## config.mk

```make
export PLATFORM = sky130hd
export DESIGN_NAME = alu_flat
export DESIGN_NICKNAME = d
export VERILOG_FILES = /design/src/rtl/alu_pkg.sv /design/src/rtl/alu_if.sv /design/src/rtl/alu_core.sv /design/src/rtl/alu.sv /design/src/flat_wrapper.sv
export SDC_FILE = /design/constraint.sdc
export NUM_CORES = 1
export LEC_CHECK = 0
export CAP_MARGIN = 20
export CORE_MARGIN = 1
export CORE_UTILIZATION = 25
export CTS_BUF_LIST = sky130_fd_sc_hd__clkbuf_8
export DETAILED_ROUTE_END_ITERATION = 6
export PLACE_DENSITY = 0.45
export SYNTH_ARGS = -nofsm -noshare
export SYNTH_HDL_FRONTEND = slang
export SYNTH_SLANG_ARGS = --single-unit
```

## constraint.sdc

```tcl
create_clock -name clk -period 3 [get_ports clk]
set_input_delay 0.3 -clock clk [delete_from_list [all_inputs] [get_ports clk]]
set_output_delay 0.3 -clock clk [all_outputs]
set_load 0.01 [all_outputs]
```

## src/rtl/alu_pkg.sv

```systemverilog
// Shared opcode encodings and default datapath width for the ALU, its
// decoders and benches.
package alu_pkg;
    localparam int DEF_WIDTH = 4;

    localparam logic [2:0] OP_ADD = 3'b000;
    localparam logic [2:0] OP_SUB = 3'b001;
    localparam logic [2:0] OP_AND = 3'b010;
    localparam logic [2:0] OP_OR  = 3'b011;
    localparam logic [2:0] OP_XOR = 3'b100;
    localparam logic [2:0] OP_NOT = 3'b101;
    localparam logic [2:0] OP_SHL = 3'b110;
    localparam logic [2:0] OP_SHR = 3'b111;
endpackage

```

## src/rtl/alu_if.sv

```systemverilog
// Operand/opcode bus into the ALU and its registered result/flag back out.
interface alu_if #(
    parameter int WIDTH = alu_pkg::DEF_WIDTH
);
    logic [WIDTH-1:0] A;
    logic [WIDTH-1:0] B;
    logic [2:0]       operation;
    logic [WIDTH-1:0] result;
    logic             cout;

    modport master (output A, B, operation, input result, cout);
    modport slave  (input A, B, operation, output result, cout);
endinterface

```

## src/rtl/alu_core.sv

```systemverilog
// Combinational ALU datapath: eight unsigned ops plus a carry/borrow/shift flag.
module alu_core
    import alu_pkg::*;
#(
    parameter int WIDTH = DEF_WIDTH
) (
    input  logic [WIDTH-1:0] a_i,
    input  logic [WIDTH-1:0] b_i,
    input  logic [2:0]       op_i,
    output logic [WIDTH-1:0] result_d_o,
    output logic             cout_d_o
);
    logic [WIDTH:0] sum;
    logic [WIDTH:0] diff;

    // One extra bit holds the carry out, or the borrow for subtraction.
    assign sum  = {1'b0, a_i} + {1'b0, b_i};
    assign diff = {1'b0, a_i} - {1'b0, b_i};

    always_comb begin
        result_d_o = '0;
        cout_d_o   = 1'b0;
        case (op_i)
            OP_ADD: {cout_d_o, result_d_o} = sum;
            OP_SUB: {cout_d_o, result_d_o} = diff;
            OP_AND: result_d_o = a_i & b_i;
            OP_OR:  result_d_o = a_i | b_i;
            OP_XOR: result_d_o = a_i ^ b_i;
            OP_NOT: result_d_o = ~a_i;
            OP_SHL: begin
                result_d_o = {a_i[WIDTH-2:0], 1'b0};
                cout_d_o   = a_i[WIDTH-1];
            end
            OP_SHR: begin
                result_d_o = {1'b0, a_i[WIDTH-1:1]};
                cout_d_o   = a_i[0];
            end
            default: begin
                result_d_o = '0;
                cout_d_o   = 1'b0;
            end
        endcase
    end
endmodule

```

## src/rtl/alu.sv

```systemverilog
// Registered ALU: combinational core followed by one output register stage,
// accepting a new operation every cycle.
module alu
    import alu_pkg::*;
#(
    parameter int WIDTH = DEF_WIDTH
) (
    input  logic  clk,
    input  logic  rst,
    alu_if.slave  bus
);
    logic [WIDTH-1:0] result_d, result_q;
    logic             cout_d, cout_q;

    alu_core #(.WIDTH(WIDTH)) u_core (
        .a_i        (bus.A),
        .b_i        (bus.B),
        .op_i       (bus.operation),
        .result_d_o (result_d),
        .cout_d_o   (cout_d)
    );

    // Reset wins over whatever operation is presented on the same edge.
    always_ff @(posedge clk) begin
        if (rst) begin
            result_q <= '0;
            cout_q   <= 1'b0;
        end else begin
            result_q <= result_d;
            cout_q   <= cout_d;
        end
    end

    assign bus.result = result_q;
    assign bus.cout   = cout_q;
endmodule

```

## src/flat_wrapper.sv

```systemverilog
// flat-port wrapper written by rule: the top's interface ports become plain ports
module alu_flat import alu_pkg::*;
#(
    parameter int WIDTH = DEF_WIDTH
)
  (clk, rst, bus_A, bus_B, bus_operation, bus_result, bus_cout);
  alu_if #(.WIDTH(WIDTH)) bus_i ();
  input  logic clk;
  input  logic rst;
  input wire logic [$bits(bus_i.A)-1:0] bus_A;
  input wire logic [$bits(bus_i.B)-1:0] bus_B;
  input wire logic [$bits(bus_i.operation)-1:0] bus_operation;
  output wire logic [$bits(bus_i.result)-1:0] bus_result;
  output wire logic [$bits(bus_i.cout)-1:0] bus_cout;
  assign bus_i.A = bus_A;
  assign bus_i.B = bus_B;
  assign bus_i.operation = bus_operation;
  assign bus_result = bus_i.result;
  assign bus_cout = bus_i.cout;
  alu #(.WIDTH(WIDTH)) u_core (.clk(clk), .rst(rst), .bus(bus_i));
endmodule
```

# Word level (Yosys, flattened, before mapping)
# Index checks and enable logic that the tools add are counted.
# op_classes
bitwise	4
mul	0
mux	2
n_addsub	2
eq_ne	7
magnitude_cmp	0
div	0
reduce_logical	1
shifts	0
# ops
operator	count
case mux 4 bit (8 select lines)	1
== test 3 bit, second input constant	4
== test 3 x 2 -> 1 bit, second input constant	2
adder 4 x 4 -> 5 bit	1
subtractor 4 x 4 -> 5 bit	1
bitwise AND 4 bit	1
NOT 4 bit	1
OR 4 bit	1
case mux 1 bit (4 select lines)	1
bitwise XOR 4 bit	1
== test 3 x 1 -> 1 bit, second input constant	1
logical NOT 3 bit	1
# word_totals
word_cells	18
register_bits	5
in_bits	13
memories	0
latchBits	0
romBits	0
output_inout_bits	5
mem_bits_rw	0

# Depth between registers and ports, before layout
# Gate-level depths: netlist of the first run.
# depth
depth_word	2
ltp_mapped	9
depth_no_buf	9

# Modules after synthesis
# A second synthesis of the first run with hierarchy kept.
# hier_totals
hier_cells	101
hier_area_um2	767.0
# modules_own_cells
module	seq_area_each_um2	cells_each	instances	area_per_inst_um2
alu_core	0.0	91	1	635.6
alu	100.1	10	1	131.4

# Worst setup path before layout of the first run
# Ideal clock, no wire load.
# synth_timing
path_type	input to register
startpoint	in bus_A[0]
endpoint	reg u_core.cout_q, in the netlist u_core.bus.cout
path_slack_ns	1.241
required_ns	2.912
stages	8
t_arrival_ns	1.671
path_buffers	0
setup_ns	0.088
cell_sequence	inv_1 -> ha_1 -> inv_1 -> fa_1 -> a21oi_2 -> o21bai_1 -> a221o_1 -> o32ai_2
# synth_via
elab_chain_len	2
elab_cells_between_ends	3
classes_between	2 x add/sub; 1 x mux
# synth_rtl
item	line_no	rtl
from (decl)	flat_wrapper.sv:10	input wire logic [$bits(bus_i.A)-1:0] bus_A;
subtractor 4 x 4 -> 5 bit or adder 4 x 4 -> 5 bit (tied branches)	alu_core.sv:18, alu_core.sv:17	
case mux 1 bit (4 select lines) *	alu_core.sv:23	case (op_i)
to (signal assigned)	alu.sv:30	cout_q <= cout_d;
to (decl)	alu.sv:13	logic cout_d, cout_q;
# Mark *: on every way between the ends. The rest lies on a longest branch, timed or not.
# A chain may end at the register's enable or synchronous reset.

# Worst setup path after layout of the first run
# Ends and elaborated chain as after synthesis.

==> summary.md, run 1 <==
| Metric | Value |
|---|---|
| Library cells used by synthesis | `34` |
| GR Util All Layers | `12.16%` |
| CP Cell Sequence | `clkdlybuf4s50_1 > inv_1 > ha_1 > inv_1 > fa_1 > a21oi_2 > o21bai_1 > a221o_1 > o32ai_2` |
| CTS tree | `yes` |
| Max-cap viol count | `0` |
| Seq pwr share | `23.4%` |
| Final setup violation count | `0` |
| Wl on met1 | `879 µm` |
| Main synth FF type | `dfxtp_1` |
| RSZ-0062 raised after global routing | `false` |
| Leakage | `0.4080 nW` |
| Post-synth EDFFs | `0` |
| CP max stage delay | `0.47 ns` |
| Row count | `19` |
| Net Count, Synth | `118` |
| Hold WC Path Type | `input pin to flop` |
| Placed Instance Area | `914.6 µm²` |
| Part of the power in combinational logic | `39.0%` |
| Top cell by count, worst path | `inv_1` |
| ANT nets after route | `0` |
| Endpoint class of the critical path | `flop` |
| Max stage delay cell, worst path | `clkdlybuf4s50_1` |
| DRC Markers | `0` |
| First DRT Iteration DRCs | `22` |
| Die Span Y | `56.16 µm` |
| Wire length per cell | `12.91 µm` |
| Ys Warns | `0` |
| Met2 wire len | `850 µm` |
| Drt first pass iters | `4` |
| Synth area leaders | `ha_1, dfxtp_1, a21oi_1, inv_1, fa_1` |
| Sequential share of the synthesized area | `13.65%` |
| Highest routed layer | `met3` |
| Crit Path Class | `input pin to flop` |
| Tot Pwr | `0.3164 mW` |
| ANT cells | `0` |
| Worst setup SP type | `input pin` |
| Post-CTS resize count | `0` |
| Initial Utilization | `26.59%` |
| Flops & latches, synth | `5` |
| Cts-stage hold buffer count | `0` |
| Sw frac | `30.30%` |
| First-pass GRT wire length | `3042 µm` |
| Final WL | `1794 µm` |
| Post-CTS Setup Repair Bufs | `0` |
| Clk slew on worst S/H paths | `0.04 ns` |
| Initial antenna violation count | `0` |
| H-tree levels | `1` |
| Synth top area share | `20.48%` |
| Width of the die | `56.16 µm` |
| Fmax | `460.2 MHz` |
| Overflow after GRT | `0` |
| Clock power share | `37.6%` |
| Max-slew violations | `0` |
| Clock Tree Buf Depth | `2` |
| Layout cells sized above 1 | `7.407%` |
| Vias in the first global route | `650` |
| Layout Cell Area excl Fill | `959.7 µm²` |
| CTS Buf Count | `3` |
| Largest net degree at the start of global routing | `18` |
| Psw | `0.09587 mW` |
| Synthesized area per cell | `8.057 µm²` |
| Maximum VDD drop | `362.3 µV` |
| Synth Instances | `91` |
| CP max FO | `5` |
| Setup TNS | `0 ns` |
| Metal3 WL | `65 µm` |
| Worst Tran Pin Value | `0.6062 ns` |
| Via count | `688` |
| PD cells | `329.7 nW/µm²` |
| Ys async rst share | `0%` |
| Post-route clock period utilization | `72.44%` |
| Mapped Area | `733.2 µm²` |
| P_int | `0.2206 mW` |
| PortBufs | `17` |
| Worst slack, placed | `0.6030 ns` |
| Critical path required time | `3.13 ns` |
| Minimum clock period | `2.173 ns` |
| RePlAce Congestion | `0.7694` |
| Final worst setup slack | `0.8268 ns` |
| Routed vias/inst | `4.950` |
| CORE AREA | `2758 µm²` |
| Outcome | `completed` |
| Root buffer cell | `clkbuf_8` |
| Clk sinks | `5` |
| Io pins | `18` |
| DP HPWL | `1451 µm` |
| Yosys top cell by area | `ha_1` |
| Final net count | `136` |
| Syn-to-layout area delta | `30.89%` |
| Die area | `3153 µm²` |
| Slew headroom | `59.46%` |
| Final hold vios | `0` |
| Crit path DAT | `2.30 ns` |
-- cell usage in the layout, fill, tap and decap left out, drive strengths merged, types with 3 or more instances in the layout --
cell and instances:
ha 12, nand2 3, a21oi 12, clkbuf 3
o21ai 5, clkdlybuf4s50 17, nand2b 3, dfxtp 5
nor2 6, inv 14
-- per-stage QoR --
stage / utilization, % / instances / hold WS, ns
after detailed placement: 33.17 / 135 / 1.038
after CTS: 34.80 / 139 / 0.8085
after global placement: 33.17 / 135 / 1.034
after floorplan: - / 91 / 0.3691
after global routing: 34.80 / 139 / 0.8495
final: 34.80 / 139 / 0.8115
-- kinds of logic (layout without fill, tap and decap cells) --
group / after synthesis / after routing / synth area share, %
fa+ha+maj: 14 / 14 / 25.94
flops: 5 / 5 / 13.65
buf+inv: 17 / 34 / 10.41
compound gates: 29 / 29 / 26.62
simple gates: 20 / 20 / 13.99
mux: 3 / 3 / 5.802
xor+xnor: 3 / 3 / 3.584
-- flip-flops by register name, summed over array words and instances, names as in the netlist --
signal and cells:
u_core.bus.cout 1, u_core.bus.result 4
-- final cells by class --
type                            count  area, µm²
Inverter                           13      48.80
Timing Repair Buffer               17      170.2
Sequential cell                     5      100.1
Clock buffer                        3      41.29
Multi-Input combinational cell     69      556.8
Clock inverter                      1      3.754
Tap cell                           31      38.79
Fill cell                         311       1798
-- synthesized netlist by cell type (2+ instances only) --
cell type	number
nor2_1	6
o21ai_0	5
a211oi_1	2
nand3b_1	2
fa_1	2
nand2b_1	3
nor3_1	2
mux2i_1	2
ha_1	12
a21oi_1	11
xor2_1	2
inv_2	2
nand2_1	3
nand3_1	2
inv_1	11
o21bai_1	2
dfxtp_1	5
-- metal layers --
layer | vias up | global-route usage (%)
met1 | 318 | 16.64
met5 | - | 0
met4 | 0 | 1.045
met3 | 0 | 3.953
met2 | 17 | 19.39
li1 | 353 | -
-- final timing paths --
kind	start	end	slack, ns	depth (start not counted)
worst max-delay path	bus_A[0]	u_core.bus.cout	0.83	9
worst min-delay path	rst	u_core.bus.result[0]	0.81	2
-- critical path, delay by kind of cell --
family,cells,cell delay [ns]
AOI/OAI and AO/OA,4,0.77
buffers and inverters,3,0.63
adders and majority gates,2,0.59
-- power groups by stage --
stage	clock network, mW	logic (mW)	registers, mW
floorplan	0	0.0715	0.0786
global placement	0	0.124	0.0752
detailed placement	0	0.123	0.0754
CTS	0.122	0.124	0.0743
global route	0.130	0.136	0.0749
finish	0.119	0.123	0.0742
Note: power is estimated with default switching activity, not from simulation.
==> inputs of run 2 (changes only) <==
==> constraint.sdc (replaced) <==
create_clock -name clk -period 2.1 [get_ports clk]
set_input_delay 0.21 -clock clk [delete_from_list [all_inputs] [get_ports clk]]
set_output_delay 0.21 -clock clk [all_outputs]
set_load 0.01 [all_outputs]
==> summary.md, run 2 (synthesis gave the netlist of run 1 again) <==
| Metric | Value |
|---|---|
| Worst slack, placed | `-0.1571 ns (was 0.6030 ns)` |
| CORE AREA | `2758 µm² (unchanged)` |
| Cts-stage hold buffer count | `0 (unchanged)` |
| Placed cells | `147 (was 135)` |
| Final net count | `148 (was 136)` |
| Root buffer cell | `clkbuf_8 (unchanged)` |
| Initial antenna violation count | `0 (unchanged)` |
| Commonest non-fill, non-tap cell in the layout | `clkdlybuf4s50_1 (unchanged)` |
| ANT cells | `0 (unchanged)` |
| First DRT Iteration DRCs | `13 (was 22)` |
| CTS tree | `yes (unchanged)` |
| Max stage delay cell, worst path | `clkdlybuf4s50_1 (unchanged)` |
| Final hold vios | `0 (unchanged)` |
| Final WL | `1768 µm (was 1794 µm)` |
| Die area | `3153 µm² (unchanged)` |
| Leakage | `0.4659 nW (was 0.4080 nW)` |
| CP max stage delay | `0.45 ns (was 0.47 ns)` |
| Die Span Y | `56.16 µm (unchanged)` |
| Final worst setup slack | `0.1258 ns (was 0.8268 ns)` |
| Clk sinks | `5 (unchanged)` |
| Hold Path Depth | `2 (unchanged)` |
| Post-route clock period utilization | `94.01%` |
| DP HPWL | `1510 µm (was 1451 µm)` |
| Top cell by count, worst path | `inv_1 (unchanged)` |
| Fmax | `506.5 MHz` |
| PD cells | `443.9 nW/µm² (was 329.7 nW/µm²)` |
| Endpoint class of the critical path | `flop (unchanged)` |
| Worst setup SP type | `input pin (unchanged)` |
| Drt first pass iters | `4 (unchanged)` |
| Clock Tree Buf Depth | `2 (unchanged)` |
| Wire length per cell | `11.71 µm (was 12.91 µm)` |
| Commonest cells after routing, fill and taps aside | `clkdlybuf4s50_1, inv_1, ha_1, buf_4, a21oi_1 (was clkdlybuf4s50_1, inv_1, ha_1, a21oi_1, nor2_1)` |
| Via count | `725 (was 688)` |
| Final Util | `38.16% (was 34.80%)` |
| Crit path DAT | `2.10 ns (was 2.30 ns)` |
| Setup TNS | `0 ns (unchanged)` |
| Worst Tran Pin Value | `0.5337 ns (was 0.6062 ns)` |
| Minimum clock period | `1.974 ns` |
| WHS Endpoint | `u_core.bus.result[0] (unchanged)` |
| First-pass GRT wire length | `2904 µm (was 3042 µm)` |
| PortBufs | `17 (unchanged)` |
| Largest net degree at the start of global routing | `16 (was 18)` |
| H-tree levels | `1 (unchanged)` |
| Io pins | `18 (unchanged)` |
| Slew headroom | `64.31% (was 59.46%)` |
| Crit Path Class | `input pin to flop (unchanged)` |
| Vias in the first global route | `680 (was 650)` |
| Critical path required time | `2.23 ns (was 3.13 ns)` |
| Initial Utilization | `26.59% (unchanged)` |
| Width of the die | `56.16 µm (unchanged)` |
| Placed Instance Area | `1005 µm² (was 914.6 µm²)` |
| DRC Markers | `0 (unchanged)` |
| Layout cells sized above 1 | `17.50% (was 7.407%)` |
| Max-cap viol count | `0 (unchanged)` |
| CP max FO | `3 (was 5)` |
| RSZ-0062 raised after global routing | `false (unchanged)` |
| Max-slew violations | `0 (unchanged)` |
| Overflow after GRT | `0 (unchanged)` |
| Top cell family by delay on the critical path | `compound AO/OA/AOI/OAI gates (unchanged)` |
| CTS Buf Count | `3 (unchanged)` |
| GR Util All Layers | `11.79% (was 12.16%)` |
| Finished Layout Cells | `151 (was 139)` |
| Hold WC Path Type | `input pin to flop (unchanged)` |
| Final setup violation count | `0 (unchanged)` |
| Buffers & Inverters on Critical Path | `3 (unchanged)` |
| RePlAce Congestion | `0.7616 (was 0.7694)` |
| Max FFs per register | `4 (unchanged)` |
| Hold wc startpoint | `rst (unchanged)` |
| Row count | `19 (unchanged)` |
| Maximum VDD drop | `460.0 µV (was 362.3 µV)` |
| Outcome | `completed (unchanged)` |
| CP Cell Sequence | `clkdlybuf4s50_1 > inv_1 > ha_1 > inv_1 > fa_2 > a21oi_2 > o21bai_1 > a221o_1 > o32ai_2 (was clkdlybuf4s50_1 > inv_1 > ha_1 > inv_1 > fa_1 > a21oi_2 > o21bai_1 > a221o_1 > o32ai_2)` |
| Routed vias/inst | `4.801 (was 4.950)` |
| ANT nets after route | `0 (unchanged)` |
| Syn-to-layout area delta | `43.52% (was 30.89%)` |
| Clk slew on worst S/H paths | `0.03 ns (was 0.04 ns)` |
| Fill cells | `297 (was 311)` |
| Layout Cell Area excl Fill | `1052 µm² (was 959.7 µm²)` |
-- run 2: cell types whose count changed in the layout (fill, tap and decap cells not counted), sizes merged --
cell / previous run / this run
buf: 0 / 12
-- run 2: how the worst max path moves through the flow --
stage	startpoint	end	slack [ns]	depth (start not counted)
3_3_place_gp	bus_A[0]	u_core.bus.cout	-0.12	9
3_5_place_dp	bus_A[0]	u_core.bus.cout	-0.16	9
2_1_floorplan	bus_A[0]	u_core.bus.cout	0.43	8
4_1_cts	bus_A[0]	u_core.bus.cout	0.06	9
5_1_grt	bus_A[0]	u_core.bus.result[1]	0.003	9
6_report	bus_A[0]	u_core.bus.cout	0.13	9
-- run 2: what timing repair did --
action	4_1_cts	5_1_grt
resized for setup	0	1
buffers inserted	0	0
setup endpoints to repair	0	1
-- run 2: through the flow --
| stage | total power [mW] | hold WS [ns] |
|---|---|---|
| 2_1_floorplan | 0.2144 | 0.2791 |
| 3_3_place_gp | 0.3009 | 0.9475 |
| 3_5_place_dp | 0.2991 | 0.9460 |
| 4_1_cts | 0.4762 | 0.7136 |
| 5_1_grt | 0.5064 | 0.7567 |
| 6_report | 0.4671 | 0.7156 |
-- run 2: per-layer routing --
layer  vias to the layer above  wire (µm)  global-route usage [%]
met1                       331        861                   15.57
met5                         -          0                       0
met3                         0         71                   3.488
li1                        376          -                       -
met4                         0          0                   2.091
met2                        18        836                   19.22
-- run 2: cell type report --
class	instances	area [µm²]	area share [%]
clock inverters	1	3.754	0.3567
well taps	31	38.79	3.686
flip-flops and latches	5	100.1	9.512
multi-input cells	69	559.3	53.15
repair buffers	29	260.3	24.73
clock buffers	3	41.29	3.924
inverters	13	48.80	4.637
-- run 2: power breakdown --
part,internal [mW],switching [mW],total [mW],leakage (nW)
registers,0.104,0.00188,0.106,0.0415
clock network,0.125,0.0450,0.170,0.0269
logic,0.0996,0.0913,0.191,0.398
